## config.mk

```make
export PLATFORM = sky130hd
export DESIGN_NAME = cacheline_burst_adaptor_flat
export DESIGN_NICKNAME = d
export VERILOG_FILES = /design/src/rtl/cacheline_burst_adaptor_if.sv /design/src/rtl/cacheline_burst_adaptor.sv /design/src/flat_wrapper.sv
export SDC_FILE = /design/constraint.sdc
export NUM_CORES = 1
export LEC_CHECK = 0
export ABC_AREA = 1
export BUFFER_PORTS_ARGS = -buffer_cell sky130_fd_sc_hd__buf_4
export CELL_PAD_IN_SITES_DETAIL_PLACEMENT = 0
export CELL_PAD_IN_SITES_GLOBAL_PLACEMENT = 1
export CORE_AREA = 2 2 273 275
export DETAILED_ROUTE_END_ITERATION = 8
export DIE_AREA = 0 0 275 277
export PLACE_DENSITY = 0.75
export SYNTH_ARGS = -nofsm -noshare
export SYNTH_HDL_FRONTEND = slang
export SYNTH_SLANG_ARGS = --single-unit
```

## constraint.sdc

```tcl
create_clock -name clk -period 2.05 [get_ports clk]
set_input_delay 0.41 -clock clk [delete_from_list [all_inputs] [get_ports clk]]
set_output_delay 0.41 -clock clk [all_outputs]
set_load 0.01 [all_outputs]
```

## src/rtl/cacheline_burst_adaptor_if.sv

```systemverilog
// Bundle of the cache-side and memory-side signals of the line/burst adaptor.
// The slave modport is the adaptor's view; the master modport is the view of
// whatever drives it (the LLC together with the memory model).
interface cacheline_burst_adaptor_if #(
    parameter int LINE_WIDTH  = 256,
    parameter int BURST_WIDTH = 64,
    parameter int ADDR_WIDTH  = 32
);
    // cache side
    logic [LINE_WIDTH-1:0]  line_i;
    logic [LINE_WIDTH-1:0]  line_o;
    logic [ADDR_WIDTH-1:0]  address_i;
    logic                   read_i;
    logic                   write_i;
    logic                   resp_o;
    // memory side
    logic [BURST_WIDTH-1:0] burst_i;
    logic [BURST_WIDTH-1:0] burst_o;
    logic [ADDR_WIDTH-1:0]  address_o;
    logic                   read_o;
    logic                   write_o;
    logic                   resp_i;

    modport slave (
        input  line_i, address_i, read_i, write_i, burst_i, resp_i,
        output line_o, resp_o, burst_o, address_o, read_o, write_o
    );

    modport master (
        output line_i, address_i, read_i, write_i, burst_i, resp_i,
        input  line_o, resp_o, burst_o, address_o, read_o, write_o
    );
endinterface

```

## src/rtl/cacheline_burst_adaptor.sv

```systemverilog
// Bridges a one-line-per-request cache port to a beat-per-ack burst memory
// port. The request is latched at accept; a beat counter walks the line
// slices, and a single-cycle resp_o closes each transaction.
module cacheline_burst_adaptor #(
    parameter int LINE_WIDTH  = 256,
    parameter int BURST_WIDTH = 64,
    parameter int ADDR_WIDTH  = 32
) (
    input  logic                     clk,
    input  logic                     rst,
    cacheline_burst_adaptor_if.slave bus
);
    localparam int BEATS       = LINE_WIDTH / BURST_WIDTH;
    localparam int OFFSET_BITS = $clog2(LINE_WIDTH / 8);
    localparam int CNT_W       = (BEATS > 1) ? $clog2(BEATS) : 1;
    localparam logic [CNT_W-1:0]      LAST_BEAT = CNT_W'(BEATS - 1);
    localparam logic [ADDR_WIDTH-1:0] ADDR_MASK = {ADDR_WIDTH{1'b1}} << OFFSET_BITS;

    // A line that is not a whole number of beats cannot be sliced.
    generate
        if ((LINE_WIDTH % BURST_WIDTH) != 0 || BEATS < 1) begin : g_bad_ratio
            $error("LINE_WIDTH must be a non-zero integer multiple of BURST_WIDTH");
        end
    endgenerate

    typedef enum logic [1:0] {IDLE, READ, WRITE, DONE} state_t;

    state_t                  state_reg, state_next;
    logic [CNT_W-1:0]        beat_cnt_reg, beat_cnt_next;
    logic [ADDR_WIDTH-1:0]   addr_reg, addr_next;
    logic [LINE_WIDTH-1:0]   wline_reg, wline_next;
    logic [LINE_WIDTH-1:0]   line_reg, line_next;

    // Each read slice captures burst_i only on the ack that addresses it.
    generate
        for (genvar gi = 0; gi < BEATS; gi++) begin : g_rd_slice
            assign line_next[gi*BURST_WIDTH +: BURST_WIDTH] =
                (state_reg == READ && bus.resp_i && beat_cnt_reg == CNT_W'(gi))
                    ? bus.burst_i
                    : line_reg[gi*BURST_WIDTH +: BURST_WIDTH];
        end
    endgenerate

    // Next-state logic: accept (read before write), count acks, one DONE cycle.
    always_comb begin
        state_next    = state_reg;
        beat_cnt_next = beat_cnt_reg;
        addr_next     = addr_reg;
        wline_next    = wline_reg;
        case (state_reg)
            IDLE: begin
                if (bus.read_i) begin
                    addr_next  = bus.address_i & ADDR_MASK;
                    state_next = READ;
                end else if (bus.write_i) begin
                    addr_next  = bus.address_i & ADDR_MASK;
                    wline_next = bus.line_i;
                    state_next = WRITE;
                end
            end
            READ, WRITE: begin
                if (bus.resp_i) begin
                    if (beat_cnt_reg == LAST_BEAT) begin
                        beat_cnt_next = '0;
                        state_next    = DONE;
                    end else begin
                        beat_cnt_next = beat_cnt_reg + 1'b1;
                    end
                end
            end
            DONE:    state_next = IDLE;
            default: state_next = IDLE;
        endcase
    end

    // State and datapath registers; reset abandons any transfer in flight.
    always_ff @(posedge clk) begin
        if (rst) begin
            state_reg    <= IDLE;
            beat_cnt_reg <= '0;
            addr_reg     <= '0;
            wline_reg    <= '0;
            line_reg     <= '0;
        end else begin
            state_reg    <= state_next;
            beat_cnt_reg <= beat_cnt_next;
            addr_reg     <= addr_next;
            wline_reg    <= wline_next;
            line_reg     <= line_next;
        end
    end

    // Memory-side controls decode from state only, never from the LLC request.
    assign bus.read_o    = (state_reg == READ);
    assign bus.write_o   = (state_reg == WRITE);
    assign bus.resp_o    = (state_reg == DONE);
    assign bus.address_o = addr_reg;
    assign bus.line_o    = line_reg;
    assign bus.burst_o   = wline_reg[beat_cnt_reg*BURST_WIDTH +: BURST_WIDTH];
endmodule

```

## src/flat_wrapper.sv

```systemverilog
// flat-port wrapper written by rule: the top's interface ports become plain ports
module cacheline_burst_adaptor_flat 
#(
    parameter int LINE_WIDTH  = 256,
    parameter int BURST_WIDTH = 64,
    parameter int ADDR_WIDTH  = 32
)
  (clk, rst, bus_line_i, bus_address_i, bus_read_i, bus_write_i, bus_burst_i, bus_resp_i, bus_line_o, bus_resp_o, bus_burst_o, bus_address_o, bus_read_o, bus_write_o);
  cacheline_burst_adaptor_if #(.LINE_WIDTH(LINE_WIDTH), .BURST_WIDTH(BURST_WIDTH), .ADDR_WIDTH(ADDR_WIDTH)) bus_i ();
  input  logic clk;
  input  logic rst;
  input wire logic [$bits(bus_i.line_i)-1:0] bus_line_i;
  input wire logic [$bits(bus_i.address_i)-1:0] bus_address_i;
  input wire logic [$bits(bus_i.read_i)-1:0] bus_read_i;
  input wire logic [$bits(bus_i.write_i)-1:0] bus_write_i;
  input wire logic [$bits(bus_i.burst_i)-1:0] bus_burst_i;
  input wire logic [$bits(bus_i.resp_i)-1:0] bus_resp_i;
  output wire logic [$bits(bus_i.line_o)-1:0] bus_line_o;
  output wire logic [$bits(bus_i.resp_o)-1:0] bus_resp_o;
  output wire logic [$bits(bus_i.burst_o)-1:0] bus_burst_o;
  output wire logic [$bits(bus_i.address_o)-1:0] bus_address_o;
  output wire logic [$bits(bus_i.read_o)-1:0] bus_read_o;
  output wire logic [$bits(bus_i.write_o)-1:0] bus_write_o;
  assign bus_i.line_i = bus_line_i;
  assign bus_i.address_i = bus_address_i;
  assign bus_i.read_i = bus_read_i;
  assign bus_i.write_i = bus_write_i;
  assign bus_i.burst_i = bus_burst_i;
  assign bus_i.resp_i = bus_resp_i;
  assign bus_line_o = bus_i.line_o;
  assign bus_resp_o = bus_i.resp_o;
  assign bus_burst_o = bus_i.burst_o;
  assign bus_address_o = bus_i.address_o;
  assign bus_read_o = bus_i.read_o;
  assign bus_write_o = bus_i.write_o;
  cacheline_burst_adaptor #(.LINE_WIDTH(LINE_WIDTH), .BURST_WIDTH(BURST_WIDTH), .ADDR_WIDTH(ADDR_WIDTH)) u_core (.clk(clk), .rst(rst), .bus(bus_i));
endmodule
```

After elaboration in Yosys (flattened, before gate mapping)
Index checks and enable logic that the tools add are counted.

$add $sub $neg: 1. Eq/ne operators: 9. Shifts and indexed selects: 1. Multiplexer cells: 8. Bitwise operators: 1. Reductions and logical operators: 13.

Operators by type and width (number): 256-bit by 9-bit indexed part select with 64-bit output (1); 32-bit two-way mux (2); 2-bit two-way mux (5); 2-bit == test (second input constant) (4); 2-bit one-hot mux with 3 select lines (1); 3-bit AND reduction (2); 1-bit logical AND (5); 2-bit by 1-bit == test with 1-bit output (second input constant) (2); 2-bit logical NOT (2); 2-bit AND reduction (2); 3-bit != test (second input constant) (1); 2-bit by 1-bit adder with 2-bit output (second input constant) (1); 2-bit by 1-bit != test with 1-bit output (second input constant) (1); 2-bit != test (second input constant) (1); 2-bit nonzero test (1); 2-bit OR reduction (1); 1-bit inverter (1).

Register bits after elaboration: 548. Output and inout bits: 355. Logic and storage cells: 41.

Logic depth before layout (Yosys ltp)
Word-level depth: 4. Mapped depth: 9. Gate-level depth less buffers: 7.

Worst setup path before layout
No wires, ideal clock.

Path kind: reg2reg. From: register u_core.beat_cnt_reg[0]. To: register u_core.line_reg[171], in the netlist u_core.bus.line_o[171]. Library setup time: 0.128 ns. Arrival: 1.677 ns. Path slack: 0.244 ns. Stages on the path, launching flop included: 9. Path buffers: 4. Period minus slack after synthesis: 1.806 ns. Path through: dfxtp_1 inv_1 buf_2 clkbuf_1 ha_1 nand3_1 clkbuf_1 clkbuf_1 a21oi_1.

Word-level cells in the longest chain between the ends: 2.

Ends and longest elaborated chain: start, declared (line cacheline_burst_adaptor.sv:29) `logic [CNT_W-1:0] beat_cnt_reg, beat_cnt_next;`; start signal, assigned (line cacheline_burst_adaptor.sv:86) `beat_cnt_reg <= beat_cnt_next;`; 2-bit == test (line cacheline_burst_adaptor.sv:38) `(state_reg == READ && bus.resp_i && beat_cnt_reg == CNT_W'(gi))`; 1-bit logical AND (line cacheline_burst_adaptor.sv:38); end signal, assigned (line cacheline_burst_adaptor.sv:89) `line_reg <= line_next;`; end, declared (line cacheline_burst_adaptor.sv:32) `logic [LINE_WIDTH-1:0] line_reg, line_next;`.

No other way between the ends. A chain may end at the register's enable or synchronous reset.

Worst setup path in the final report
From: register u_core.beat_cnt_reg[0]. To: output bus_burst_o[38].

Word-level cells in the longest chain between the ends: 1.

Ends and longest elaborated chain: 256-bit by 9-bit indexed part select with 64-bit output (line cacheline_burst_adaptor.sv:99) `assign bus.burst_o = wline_reg[beat_cnt_reg*BURST_WIDTH +: BURST_WIDTH];`; end, declared (line flat_wrapper.sv:20) `output wire logic [$bits(bus_i.burst_o)-1:0] bus_burst_o;`.

No other way between the ends.

==> results_dict.tcl <==
set metrics [dict create \
    synthTopCellsByCount "dfxtp_1, a21oi_1, nand2_1, o21ai_0, inv_1" \
    nFillCells 7560 \
    p_switching_uw 13000 \
    place_area_mm2 0.0284 \
    ir_drop_mv 0.798 \
    setup_viol 64 \
    h-tree-depth 2 \
    grtUsageTotal_pct 21.3 \
    yosys-top-cells-area "dfxtp_1, a21oi_1, o21ai_0" \
    async_flop_share_pct 0 \
    p_leak_uw 0.0142 \
    whs_path_depth 3 \
    ys_seq_area_share_pct 49.5 \
    hpwl_um 57800 \
    vias 22200 \
    synthesis.area_mm2 0.0219 \
    pwr-share-clk_pct 28.8 \
    grt_pass1_vias 20700 \
    cp-start-kind "flop" \
    slew_headroom_pct 53.9 \
    min-delay-start "bus_line_i[64]" \
    route.detailed.drc 0 \
    wirelength_um 86100 \
    min_period_ns 2.36 \
    drive_gt1_share_pct 26.0 \
    violations "negative setup slack" \
    die_x_um 275 \
    start_util_pct 29.8 \
    powerDensity_mw_per_mm2 1150 \
    grt_max_degree 130 \
    rsz0062_at_grt "true" \
    worst_pin_slew_ns 0.692 \
    holdWs_ns 0.0404 \
    port_buffers 701 \
    core_mm2 0.0736 \
    synth.most_common_cell "dfxtp_1" \
    overflow 0 \
    nNetsFinal 4134 \
    clock_skew_ns 0.0125 \
    fmax_mhz 423 \
    synth_top_flop_cell "dfxtp_1" \
    ant_nets 0 \
    ys_seq_elements 543 \
    cts_sinks 543 \
    synth_area_per_cell_um2 7.24 \
    crit_fanout 8 \
    power_uw 37400 \
    tritoncts "done" \
    end_kind "output port" \
    avgViaCountPerCell 4.63 \
    fin_crit_sh_pct 115 \
    rr_startpoint "u_core.beat_cnt_reg[0]" \
    io_pins 712 \
    final_max_slew_viol_count 0 \
    clock_path_buffers 3 \
    syn_to_final_growth_pct 48.5 \
    yosysTopAreaCellShare_pct 49.5 \
    swShare_pct 34.9 \
    r2r_setup_slack_ns 0.16 \
    min_path_type "in -> reg" \
    finish.instance_area_mm2 0.0326 \
    p_int_uw 24300 \
    p_comb_share_pct 37.1 \
    maxCapViolations 0 \
    firstDrtPassIters 5 \
    grt_pass1_wl_um 127000 \
    antenna_found_initial 18 \
    num_rows 100 \
    hold_viol 0 \
    dieArea_mm2 0.0762 \
    routabilityCongestion 0.844 \
    finalWorstSetupSlack_ns -0.313 \
    clk_pin_slew_worst_paths_ns 0.06 \
    yosysUniqueCellTypes 18 \
    clk_latency_ns 0.62 \
    drt_iter0_drc 1494 \
    clockRootBuffer "clkbuf_16" \
    synth-edff-count 0 \
    yosys_warnings 0 \
    r2r_cells 7 \
    netlist_instances 3031 \
    worstSetupPathType "reg -> out" \
    die_height_um 277 \
    hold_path_end "u_core.wline_reg[64]" \
    run_status "finished with violations" \
    place_ws_ns 0.155 \
    numCtsBuffers 60 \
    reg2reg_to "u_core.bus.line_o[192]" \
    power_frac_seq_pct 34.1 \
    worstPathRequired_ns 1.64 \
    wire_per_inst_um 18.0 \
    yosys.area.top_type "dfxtp_1" \
    worstPathArrival_ns 1.95 \
]
cell usage in the layout, fill, tap and decap left out, types with 118 or more instances in the layout:
cell type / count
dlygate4sd3_1: 118
o21ai_0: 330
nand4_1: 129
buf_4: 729
nor2_1: 314
a21oi_1: 459
dfxtp_1: 540
inv_1: 386
nand2_1: 451
stage by stage:
| step | std cells | utilization [%] | setup TNS [ns] |
|---|---|---|---|
| global placement | 4528 | 38.6 | 0 |
| detailed placement | 4528 | 38.6 | 0 |
| floorplan | 3035 | - | 0 |
| CTS | 4775 | 43.7 | -17.22 |
| finish | 4788 | 44.3 | -14.17 |
| global route | 4787 | 44.3 | -19.50 |
power by group through the flow:
stage               Sequential (uW)  Combinational (uW)  Clock (uW)
CTS                           12700               13200       11000
global placement              12800               11500           0
detailed placement            12900               11500           0
global route                  12900               15000       11400
floorplan                     13100                5660           0
finish                        12700               13900       10800
cells by family after synthesis:
logic type,count (synthesis),share of synthesized area [%]
AO/OA/AOI/OAI,931,21.3
adder cells (fa/ha/maj),8,0.456
buffers and inverters,643,11.7
flip-flops,543,49.5
other,1,0.0171
AND/OR/NAND/NOR,905,17.0
area by class of cell:
class                           count  area, um^2  share of cell area (%)
Inverter                          391        1500                    4.60
Clock inverter                     10         130                   0.399
Multi-Input combinational cell   1849        8980                    27.6
Clock buffer                       98        1820                    5.57
Tap cell                          969        1210                    3.72
Timing Repair Buffer              923        8040                    24.7
Antenna cell                        4        10.0                  0.0307
Sequential cell                   543       10900                    33.4
Timing Repair inverter              1        8.76                  0.0269
worst max-delay path, stage by stage (launching register included):
cell and delay (ns):
dfxtp_4 0.40, buf_4 0.19, clkbuf_16 0.19, buf_4 0.15, o21ai_4 0.16, nand2_2 0.08, buf_4 0.15
per-layer routing:
metal / vias to the layer above / GRT usage [%] / share of wire [%] / routed length [um]
met2: 704 / 35.4 / 46 / 40000
met1: 10100 / 27.0 / 42 / 36400
li1: 11300 / - / - / -
met3: 136 / 6.13 / 8.5 / 7320
met4: 22 / 5.38 / 2.5 / 2180
met5: - / 0 / 0.18 / 157
timing repair:
| action | CTS | global route |
|---|---|---|
| resized for setup | 135 | 100 |
| pin swaps | 3 | 4 |
| hold buffers | 118 | 0 |
| hold endpoints to repair | 118 | 0 |
| gates cloned | 8 | 5 |
| setup buffers | 13 | 4 |
| setup endpoints to repair | 65 | 98 |
worst max path at each step:
stage | from | end | slack, ns | cells past startpoint
2_1_floorplan | u_core.beat_cnt_reg[0] | u_core.bus.line_o[171] | 0.24 | 8
3_3_place_gp | u_core.beat_cnt_reg[0] | bus_burst_o[52] | 0.20 | 7
3_5_place_dp | u_core.state_reg[1] | u_core.bus.line_o[172] | 0.16 | 7
4_1_cts | u_core.beat_cnt_reg[0] | bus_burst_o[59] | -0.35 | 7
5_1_grt | u_core.beat_cnt_reg[0] | bus_burst_o[59] | -0.39 | 7
6_report | u_core.beat_cnt_reg[0] | bus_burst_o[38] | -0.31 | 6
Note: power is estimated with default switching activity, not from simulation.
